`config.mk`:
```
export PLATFORM = sky130hd
export DESIGN_NAME = monta_carga_flat
export DESIGN_NICKNAME = d
export VERILOG_FILES = /design/src/rtl/monta_carga_if.sv /design/src/rtl/monta_carga.sv /design/src/flat_wrapper.sv
export SDC_FILE = /design/constraint.sdc
export NUM_CORES = 1
export LEC_CHECK = 0
export ABC_AREA = 1
export CAP_MARGIN = 20
export CELL_PAD_IN_SITES_DETAIL_PLACEMENT = 0
export CELL_PAD_IN_SITES_GLOBAL_PLACEMENT = 2
export CORE_MARGIN = 5
export CORE_UTILIZATION = 20
export CTS_BUF_LIST = sky130_fd_sc_hd__clkbuf_8
export DETAILED_ROUTE_END_ITERATION = 8
export PLACE_DENSITY = 0.76
export SYNTH_ARGS = -nofsm -noshare
export SYNTH_HDL_FRONTEND = slang
export SYNTH_SLANG_ARGS = --single-unit
```
`constraint.sdc`:
```
create_clock -name clk -period 1.4 [get_ports clk]
set_clock_uncertainty 0.05 [all_clocks]
set_input_delay 0.21 -clock clk [delete_from_list [all_inputs] [get_ports clk]]
set_output_delay 0.21 -clock clk [all_outputs]
set_load 0.01 [all_outputs]
```
`src/rtl/monta_carga_if.sv`:
```
// Cabin/landing I/O bundle for the monta_carga freight-lift controller.
// master: the controller; slave: the field side (buttons, switches, motor driver, display).
interface monta_carga_if;
  logic       P1;
  logic       P2;
  logic       P3;
  logic       FC1;
  logic       FC2;
  logic       FC3;
  logic       SP;
  logic [1:0] motor;
  logic [1:0] on;
  logic [6:0] Master_Display;

  modport master (
    input  P1, P2, P3, FC1, FC2, FC3, SP,
    output motor, on, Master_Display
  );

  modport slave (
    output P1, P2, P3, FC1, FC2, FC3, SP,
    input  motor, on, Master_Display
  );
endinterface

```
`src/rtl/monta_carga.sv`:
```
// Three-floor freight-lift controller: call/limit-switch FSM, motor command, 7-seg display.
// MONTA_CARGA_DIR_DISPLAY_EN enables the two-digit floor/direction multiplex.
module monta_carga #(
  parameter int unsigned REFRESH_DIV = 66667
) (
  input logic          clk,
  input logic          reset,
  monta_carga_if.master io
);

  typedef enum logic [1:0] {StIdle, StUp, StDown, StEstop} state_e;

  localparam logic [6:0] SegFloor1 = 7'b0000110;
  localparam logic [6:0] SegFloor2 = 7'b1011011;
  localparam logic [6:0] SegFloor3 = 7'b1001111;

  if (REFRESH_DIV < 1) begin : g_bad_div
    $error("REFRESH_DIV must be at least 1");
  end

  state_e     state_q, state_d;
  logic [1:0] floor_q, floor_d;
  // 0 encodes "no target"
  logic [1:0] target_q, target_d;
  logic [1:0] call;
  logic       target_fc;
  logic [6:0] floor_seg;

  always_ff @(posedge clk) begin
    if (reset) begin
      state_q  <= StIdle;
      floor_q  <= 2'd1;
      target_q <= 2'd0;
    end else begin
      state_q  <= state_d;
      floor_q  <= floor_d;
      target_q <= target_d;
    end
  end

  // Position only updates on an unambiguous single limit switch
  always_comb begin
    floor_d = floor_q;
    case ({io.FC3, io.FC2, io.FC1})
      3'b001:  floor_d = 2'd1;
      3'b010:  floor_d = 2'd2;
      3'b100:  floor_d = 2'd3;
      default: floor_d = floor_q;
    endcase
  end

  always_comb begin
    call = 2'd0;
    if (io.P1) begin
      call = 2'd1;
    end else if (io.P2) begin
      call = 2'd2;
    end else if (io.P3) begin
      call = 2'd3;
    end
  end

  always_comb begin
    case (target_q)
      2'd1:    target_fc = io.FC1;
      2'd2:    target_fc = io.FC2;
      2'd3:    target_fc = io.FC3;
      default: target_fc = 1'b0;
    endcase
  end

  always_comb begin
    state_d  = state_q;
    target_d = target_q;
    if (io.SP) begin
      state_d  = StEstop;
      target_d = 2'd0;
    end else begin
      case (state_q)
        StIdle: begin
          if (call != 2'd0 && call > floor_q) begin
            state_d  = StUp;
            target_d = call;
          end else if (call != 2'd0 && call < floor_q) begin
            state_d  = StDown;
            target_d = call;
          end
        end
        StUp: begin
          if (target_fc || io.FC3) begin
            state_d  = StIdle;
            target_d = 2'd0;
          end
        end
        StDown: begin
          if (target_fc || io.FC1) begin
            state_d  = StIdle;
            target_d = 2'd0;
          end
        end
        StEstop: begin
          state_d  = StIdle;
          target_d = 2'd0;
        end
        default: begin
          state_d  = StIdle;
          target_d = 2'd0;
        end
      endcase
    end
  end

  always_comb begin
    case (state_q)
      StUp:    io.motor = 2'b01;
      StDown:  io.motor = 2'b10;
      default: io.motor = 2'b00;
    endcase
    case (floor_q)
      2'd2:    floor_seg = SegFloor2;
      2'd3:    floor_seg = SegFloor3;
      default: floor_seg = SegFloor1;
    endcase
  end

`ifdef MONTA_CARGA_DIR_DISPLAY_EN
  localparam int unsigned CntW = (REFRESH_DIV > 1) ? $clog2(REFRESH_DIV) : 1;

  logic [CntW-1:0] cnt_q;
  logic [1:0]      on_q;
  logic [6:0]      dir_seg;

  always_ff @(posedge clk) begin
    if (reset) begin
      cnt_q <= '0;
      on_q  <= 2'b01;
    end else if (cnt_q == CntW'(REFRESH_DIV - 1)) begin
      cnt_q <= '0;
      on_q  <= {on_q[0], on_q[1]};
    end else begin
      cnt_q <= cnt_q + 1'b1;
    end
  end

  always_comb begin
    case (state_q)
      StUp:    dir_seg = 7'b0111110;
      StDown:  dir_seg = 7'b1011110;
      StEstop: dir_seg = 7'b1111001;
      default: dir_seg = 7'b1000000;
    endcase
  end

  assign io.on             = on_q;
  assign io.Master_Display = on_q[1] ? dir_seg : floor_seg;
`else
  assign io.on             = 2'b01;
  assign io.Master_Display = floor_seg;
`endif

endmodule

```
`src/flat_wrapper.sv`:
```
// flat-port wrapper written by rule: the top's interface ports become plain ports
module monta_carga_flat 
#(
  parameter int unsigned REFRESH_DIV = 66667
)
  (clk, reset, io_P1, io_P2, io_P3, io_FC1, io_FC2, io_FC3, io_SP, io_motor, io_on, io_Master_Display);
  monta_carga_if io_i ();
  input logic clk;
  input logic reset;
  input wire logic [$bits(io_i.P1)-1:0] io_P1;
  input wire logic [$bits(io_i.P2)-1:0] io_P2;
  input wire logic [$bits(io_i.P3)-1:0] io_P3;
  input wire logic [$bits(io_i.FC1)-1:0] io_FC1;
  input wire logic [$bits(io_i.FC2)-1:0] io_FC2;
  input wire logic [$bits(io_i.FC3)-1:0] io_FC3;
  input wire logic [$bits(io_i.SP)-1:0] io_SP;
  output wire logic [$bits(io_i.motor)-1:0] io_motor;
  output wire logic [$bits(io_i.on)-1:0] io_on;
  output wire logic [$bits(io_i.Master_Display)-1:0] io_Master_Display;
  assign io_i.P1 = io_P1;
  assign io_i.P2 = io_P2;
  assign io_i.P3 = io_P3;
  assign io_i.FC1 = io_FC1;
  assign io_i.FC2 = io_FC2;
  assign io_i.FC3 = io_FC3;
  assign io_i.SP = io_SP;
  assign io_motor = io_i.motor;
  assign io_on = io_i.on;
  assign io_Master_Display = io_i.Master_Display;
  monta_carga #(.REFRESH_DIV(REFRESH_DIV)) u_core (.clk(clk), .reset(reset), .io(io_i));
endmodule
```
==> reports/metrics.yaml, run 1 <==
reg2reg_from: "u_core.floor_q[1]$_SDFFE_PP0P_"
outcome: "completed"
ys_ff_latch: 6
min_from: "u_core.floor_q[0]$_SDFFE_PP1P_"
grt_max_degree: 6
ys_warn_count: 0
gr-total-overflow: 0
diodes: 0
power.density_nw_per_um2: 854
synth_seq_area_share_pct: 22.1
setup_viol: 0
synth_top_cell_by_area: "dfxtp_1"
track_usage_pct: 6.95
firstDrtPassIters: 4
internal_power_mw: 0.514
antenna_found_initial: 0
hpwlAfterDp_um: 1110
clockRootBuffer: "clkbuf_8"
die_h_um: 62.2
pwr-share-clk_pct: 35.9
cts_buffer_depth: 2
cts-buffers-inserted: 3
setup_tns_ns: 0
clkSlewWorstSetupHoldPaths_ns: 0.04
ys_top_cells_by_area: "dfxtp_1 22%, nand2_1 12%, inv_1 12%"
final_core_util_pct: 33.5
numPortBuffers: 15
cts_hold_buffers: 0
p_leak_nw: 0.468
netlist.area_leader.share_pct: 22.1
ant_nets: 0
fin_cells: 150
post-place-ws_ns: -0.533
drc_errors: 0
drive_above_1_share_pct: 38.7
drt-vias-per-instance: 3.98
drt_wl_total_um: 1420
hold_viol: 0
gp_congestion: 0.714
ios: 20
dp_cells: 143
syn_inst: 90
clk_latency_ns: 0.22
cts_tree: "built"
drv_cap: 0
grt_pass1_wl_um: 2260
maxSlewViolCount: 0
die_w_um: 62.2
worstSetupPathType: "in -> reg"
worst_setup_path_end_kind: "flop"
syn_area_um2: 544
fin_crit_sh_pct: 95.1
timing.fmax_mhz: 751
h-tree-depth: 1
startpoint: "io_P2"
drtIter0Drc: 8
clock-sinks: 6
grt_pass1_vias: 553
crit_required_ns: 1.51
dieArea_um2: 3860
switching_share_pct: 33.1
rows: 19
startpoint_type: "input port"
hp-class: "reg -> reg"
wire_per_inst_um: 9.45
fin_nets: 132
whs_ns: 0.446
period_needed_ns: 1.33
pwr-share-comb_pct: 38.0
p_sw_mw: 0.255
seqPwrFrac_pct: 26.2
route.vias.total: 597
layout_setup_ws_ns: 0.0692
peakVddDrop_uv: 428
arrival_ns: 1.44
area_growth_pct: 65.3
core_area_um2: 2690
crit_path_max_fanout: 4
initial_core_util_pct: 20.3
yosysUniqueCellTypes: 19
syn_avg_cell_area_um2: 6.05
## metal layers
layer | vias to the layer above | track usage [%] | wire length [um]
met5 | - | 0 | 0
met4 | 0 | 4.07 | 19
met3 | 2 | 0.901 | 59
met2 | 12 | 11.9 | 738
met1 | 263 | 8.13 | 599
li1 | 320 | - | -
## metrics by stage
stage	power [mW]	area, um^2
after floorplan	0.359	552
after global placement	0.458	782
after detailed placement	0.458	782
after CTS	0.731	835
after global routing	0.822	900
final	0.769	900
## registers in the layout (all words and copies together), names as in the netlist
signal / flops
u_core.state_q: 2
u_core.floor_q: 2
u_core.target_q: 2
## cell usage in the layout, fill, tap and decap left out, types with 2 or more instances in the layout
cell type / netlist / final
nor2_1: 12 / 11
inv_2: 2 / 6
a21oi_1: 7 / 4
conb_1: 2 / 4
dfxtp_1: 6 / 5
clkbuf_8: 0 / 3
nand2_1: 18 / 15
nand3_1: 6 / 4
nor2_2: 1 / 2
clkdlybuf4s50_1: 0 / 5
inv_1: 17 / 13
buf_4: 6 / 16
dlygate4sd2_1: 0 / 7
nand2_2: 2 / 4
a21oi_2: 1 / 3
clkdlybuf4s15_1: 0 / 2
nand3_2: 3 / 5
## logic make-up after synthesis
kind of cell               synth area share [%]
buffers and inverters                      22.1
AOI/OAI and AO/OA                          8.96
other                                      1.38
DFF                                        22.1
and+or+nand+nor                            40.9
adders and majority gates                  4.60
## cells in the mapped netlist (all sizes together)
cell type,n
nand2,20
inv,19
nor2,13
nand3,9
a21oi,8
buf,6
dfxtp,6
conb,2
ha,2
clkbuf,1
nand3b,1
nand4,1
nor3,1
o21ai,1
## power by group through the flow
stage / Clock, mW / Combinational [mW] / Sequential (mW)
2_1_floorplan: 0 / 0.157 / 0.202
3_3_place_gp: 0 / 0.256 / 0.202
3_5_place_dp: 0 / 0.255 / 0.203
4_1_cts: 0.276 / 0.254 / 0.200
5_1_grt: 0.290 / 0.330 / 0.203
6_report: 0.276 / 0.292 / 0.201
## path summary, 6_finish.rpt
kind	slack, ns	end	cells after the start
setup / recovery	0.07	u_core.target_q[0]$_SDFFE_PP0P_	11
hold / removal	0.45	u_core.floor_q[0]$_SDFFE_PP1P_	2
setup reg to reg	0.07	u_core.target_q[0]$_SDFFE_PP0P_	10
hold reg to reg	0.45	u_core.floor_q[0]$_SDFFE_PP1P_	2
## what timing repair did
| item | 4_1_cts | 5_1_grt |
|---|---|---|
| setup endpoints to repair | 11 | 4 |
| resized for setup | 15 | 17 |
| setup buffers | 2 | 2 |
| pin swaps | 4 | 9 |
## final cells by class
| class | instances | area, um^2 |
|---|---|---|
| clock buffers | 3 | 41.3 |
| fillers | 316 | 1790 |
| inverters | 19 | 71.3 |
| multi-input cells | 60 | 370 |
| flip-flops and latches | 6 | 121 |
| well taps | 31 | 38.8 |
| repair buffers | 31 | 256 |
## worst max-delay path, stage by stage
cell and delay [ns]:
clkdlybuf4s15_1 0.17, inv_2 0.06, a21oi_2 0.17, ha_2 0.29
nand2_2 0.08, nand3_2 0.08, nand3_2 0.07, nand2_2 0.07
nand2_1 0.07, nand2_1 0.05, nor2_1 0.11
No activity file was read; power rests on OpenSTA's default activity.
==> run 2: changes to the inputs <==
- HOLD_SLACK_MARGIN: unset -> 0.1
==> results of run 2 <==
No change in the layout: final DEF, timing and power equal those of run 1.
==> run 3: changes to the inputs <==
- PLACE_DENSITY: 0.76 -> 0.82
==> run 3 against run 2 <==
Net effect: sequential cell count stayed put; global-route usage is 0.83 points higher; via count is 1.5% higher; sequential power hardly changed; critical path type unchanged.
==> reports/metrics.yaml, run 3 (synthesized netlist as in run 1, its figures left out) <==
fin_crit_sh_pct: 95.7  # +0.67 points
p_leak_nw: 0.472  # +0.95%
die_h_um: 62.2  # unchanged
clk_latency_ns: 0.22  # about the same
hold_viol: 0  # unchanged
met1_usage_pct: 8.38  # +0.25 points
fin_total_pwr_mw: 0.771  # +0.33%
gr-total-overflow: 0  # unchanged
initial_core_util_pct: 20.3  # unchanged
cp_slowest_cell: "ha_4"
outcome: "completed"
drv_cap: 0  # unchanged
setup_viol: 0  # unchanged
peakVddDrop_uv: 323  # -24%
track_usage_pct: 7.78  # +0.83 points
cts_buffer_depth: 2  # unchanged
grt_use_met2_pct: 12.8  # +0.91 points
multi_input_comb_area_um2: 389  # +5.1%
dp_cells: 143  # unchanged
layout_setup_ws_ns: 0.0597  # -0.00944 ns
hp-class: "reg -> reg"
arrival_ns: 1.44  # about the same
rsz0062_at_grt: "yes"
area_growth_pct: 67.4
crit_path_max_fanout: 4  # unchanged
timing.fmax_mhz: 746  # -0.70%
clockRootBuffer: "clkbuf_8"
wire_per_inst_um: 9.74  # +3.1%
firstDrtPassIters: 3  # -1
ff_latch_area_um2: 123  # +1.0%
drive_above_1_share_pct: 39.0  # +0.33 points
met3_usage_pct: 2.16  # +1.3 points
max_stage_delay_ns: 0.29  # about the same
drtIter0Drc: 8  # unchanged
drc_errors: 0  # unchanged
layout.cells.most_common_list: "15 x buf_4, 14 x inv_1, 14 x nand2_1"
grt_pass1_wl_um: 2430  # +7.6%
ant_nets: 0  # unchanged
period_needed_ns: 1.34  # +0.00944 ns
ios: 20  # unchanged
worstSetupPathType: "in -> reg"
hpwlAfterDp_um: 1150  # +3.6%
grt_busiest_layer: "met2"
clkSlewWorstSetupHoldPaths_ns: 0.04  # about the same
numPortBuffers: 15  # unchanged
path_cells: "dlygate4sd2_1 -> inv_2 -> a21oi_4 -> ha_4 -> nand2_4 -> nand2_4 -> nand3_2 -> nand3_2 -> nand2_4 -> nand2_1 -> nand2_1 -> nor2_1"
gp_congestion: 0.758  # +6.2%
cts_tree: "built"
post-place-ws_ns: -0.567  # -0.0340 ns
worst_setup_path_end_kind: "flop"
maxSlewViolCount: 0  # unchanged
clock-sinks: 6  # unchanged
crit_required_ns: 1.50  # about the same
die_w_um: 62.2  # unchanged
top_regs: "u_core.floor_q: 2 flops, u_core.state_q: 2 flops, u_core.target_q: 2 flops"
grt_pass1_vias: 570  # +3.1%
final_core_util_pct: 33.9  # +0.42 points
rows: 19  # unchanged
route.vias.total: 606  # +1.5%
h-tree-depth: 1  # unchanged
diodes: 0  # unchanged
cts_hold_buffers: 0  # unchanged
cts-buffers-inserted: 3  # unchanged
power.density_nw_per_um2: 847  # -0.91%
final_common_cell: "buf_4"
drt_wl_total_um: 1450  # +2.4%
fin_nets: 131  # -0.76%
path_common_cell: "nand2_4"
drt-vias-per-instance: 4.07  # +2.2%
antenna_found_initial: 0  # unchanged
dieArea_um2: 3860  # unchanged
fin_cells: 149  # -0.67%
fill_cells: 319  # +0.95%
grt_max_degree: 6  # unchanged
core_area_um2: 2690  # unchanged
startpoint_type: "input port"
==> run 3: critical path: cells and delay by family <==
kind            cells  cell delay (ns)
fa+ha+maj           1             0.29
simple gates        8             0.53
compound gates      1             0.08
buf+inv             2             0.33
==> run 3: layout make-up <==
type	count	area share [%]
timing repair buffer	30	27.2
tap	31	4.26
clock buffer	3	4.53
inverter	19	7.83
multi-input combinational	60	42.7
sequential	6	13.5
==> run 3: through the flow <==
stage,cell area [um^2],setup TNS (ns),hold WS (ns)
floorplan,552,0,0.222
global placement,782,-1.91,0.442
detailed placement,782,-2.12,0.445
CTS,838,-0.00430,0.450
global route,911,-0.0320,0.472
finish,911,0,0.444
==> run 3: what timing repair did <==
item	4_1_cts	5_1_grt
gates cloned	0	0
gates resized for setup	19	17
setup endpoints to repair	11	4
setup buffers	1	2
pin swaps	4	8
==> run 3: layer usage <==
layer | vias to the layer above | wire length [um]
li1 | 320 | -
met1 | 273 | 571
met2 | 11 | 800
met3 | 2 | 55
met4 | 0 | 24
met5 | - | 0
==> run 3: path summary, 6_finish.rpt <==
| path | startpoint | slack (ns) | cells after the start | endpoint |
|---|---|---|---|---|
| worst max-delay path | io_P2 | 0.06 | 12 | u_core.target_q[1]$_SDFFE_PP0P_ |
| worst min-delay path | u_core.floor_q[0]$_SDFFE_PP1P_ | 0.44 | 2 | u_core.floor_q[0]$_SDFFE_PP1P_ |
| worst max register to register | u_core.floor_q[1]$_SDFFE_PP0P_ | 0.11 | 10 | u_core.target_q[1]$_SDFFE_PP0P_ |
| worst min register to register | u_core.floor_q[0]$_SDFFE_PP1P_ | 0.44 | 2 | u_core.floor_q[0]$_SDFFE_PP1P_ |
==> run 3: where the power goes <==
group | total (mW) | switching, mW | internal [mW]
Clock | 0.259 | 0.0738 | 0.185
Sequential | 0.202 | 0.0132 | 0.189
Combinational | 0.310 | 0.163 | 0.147
Total | 0.771 | 0.251 | 0.521
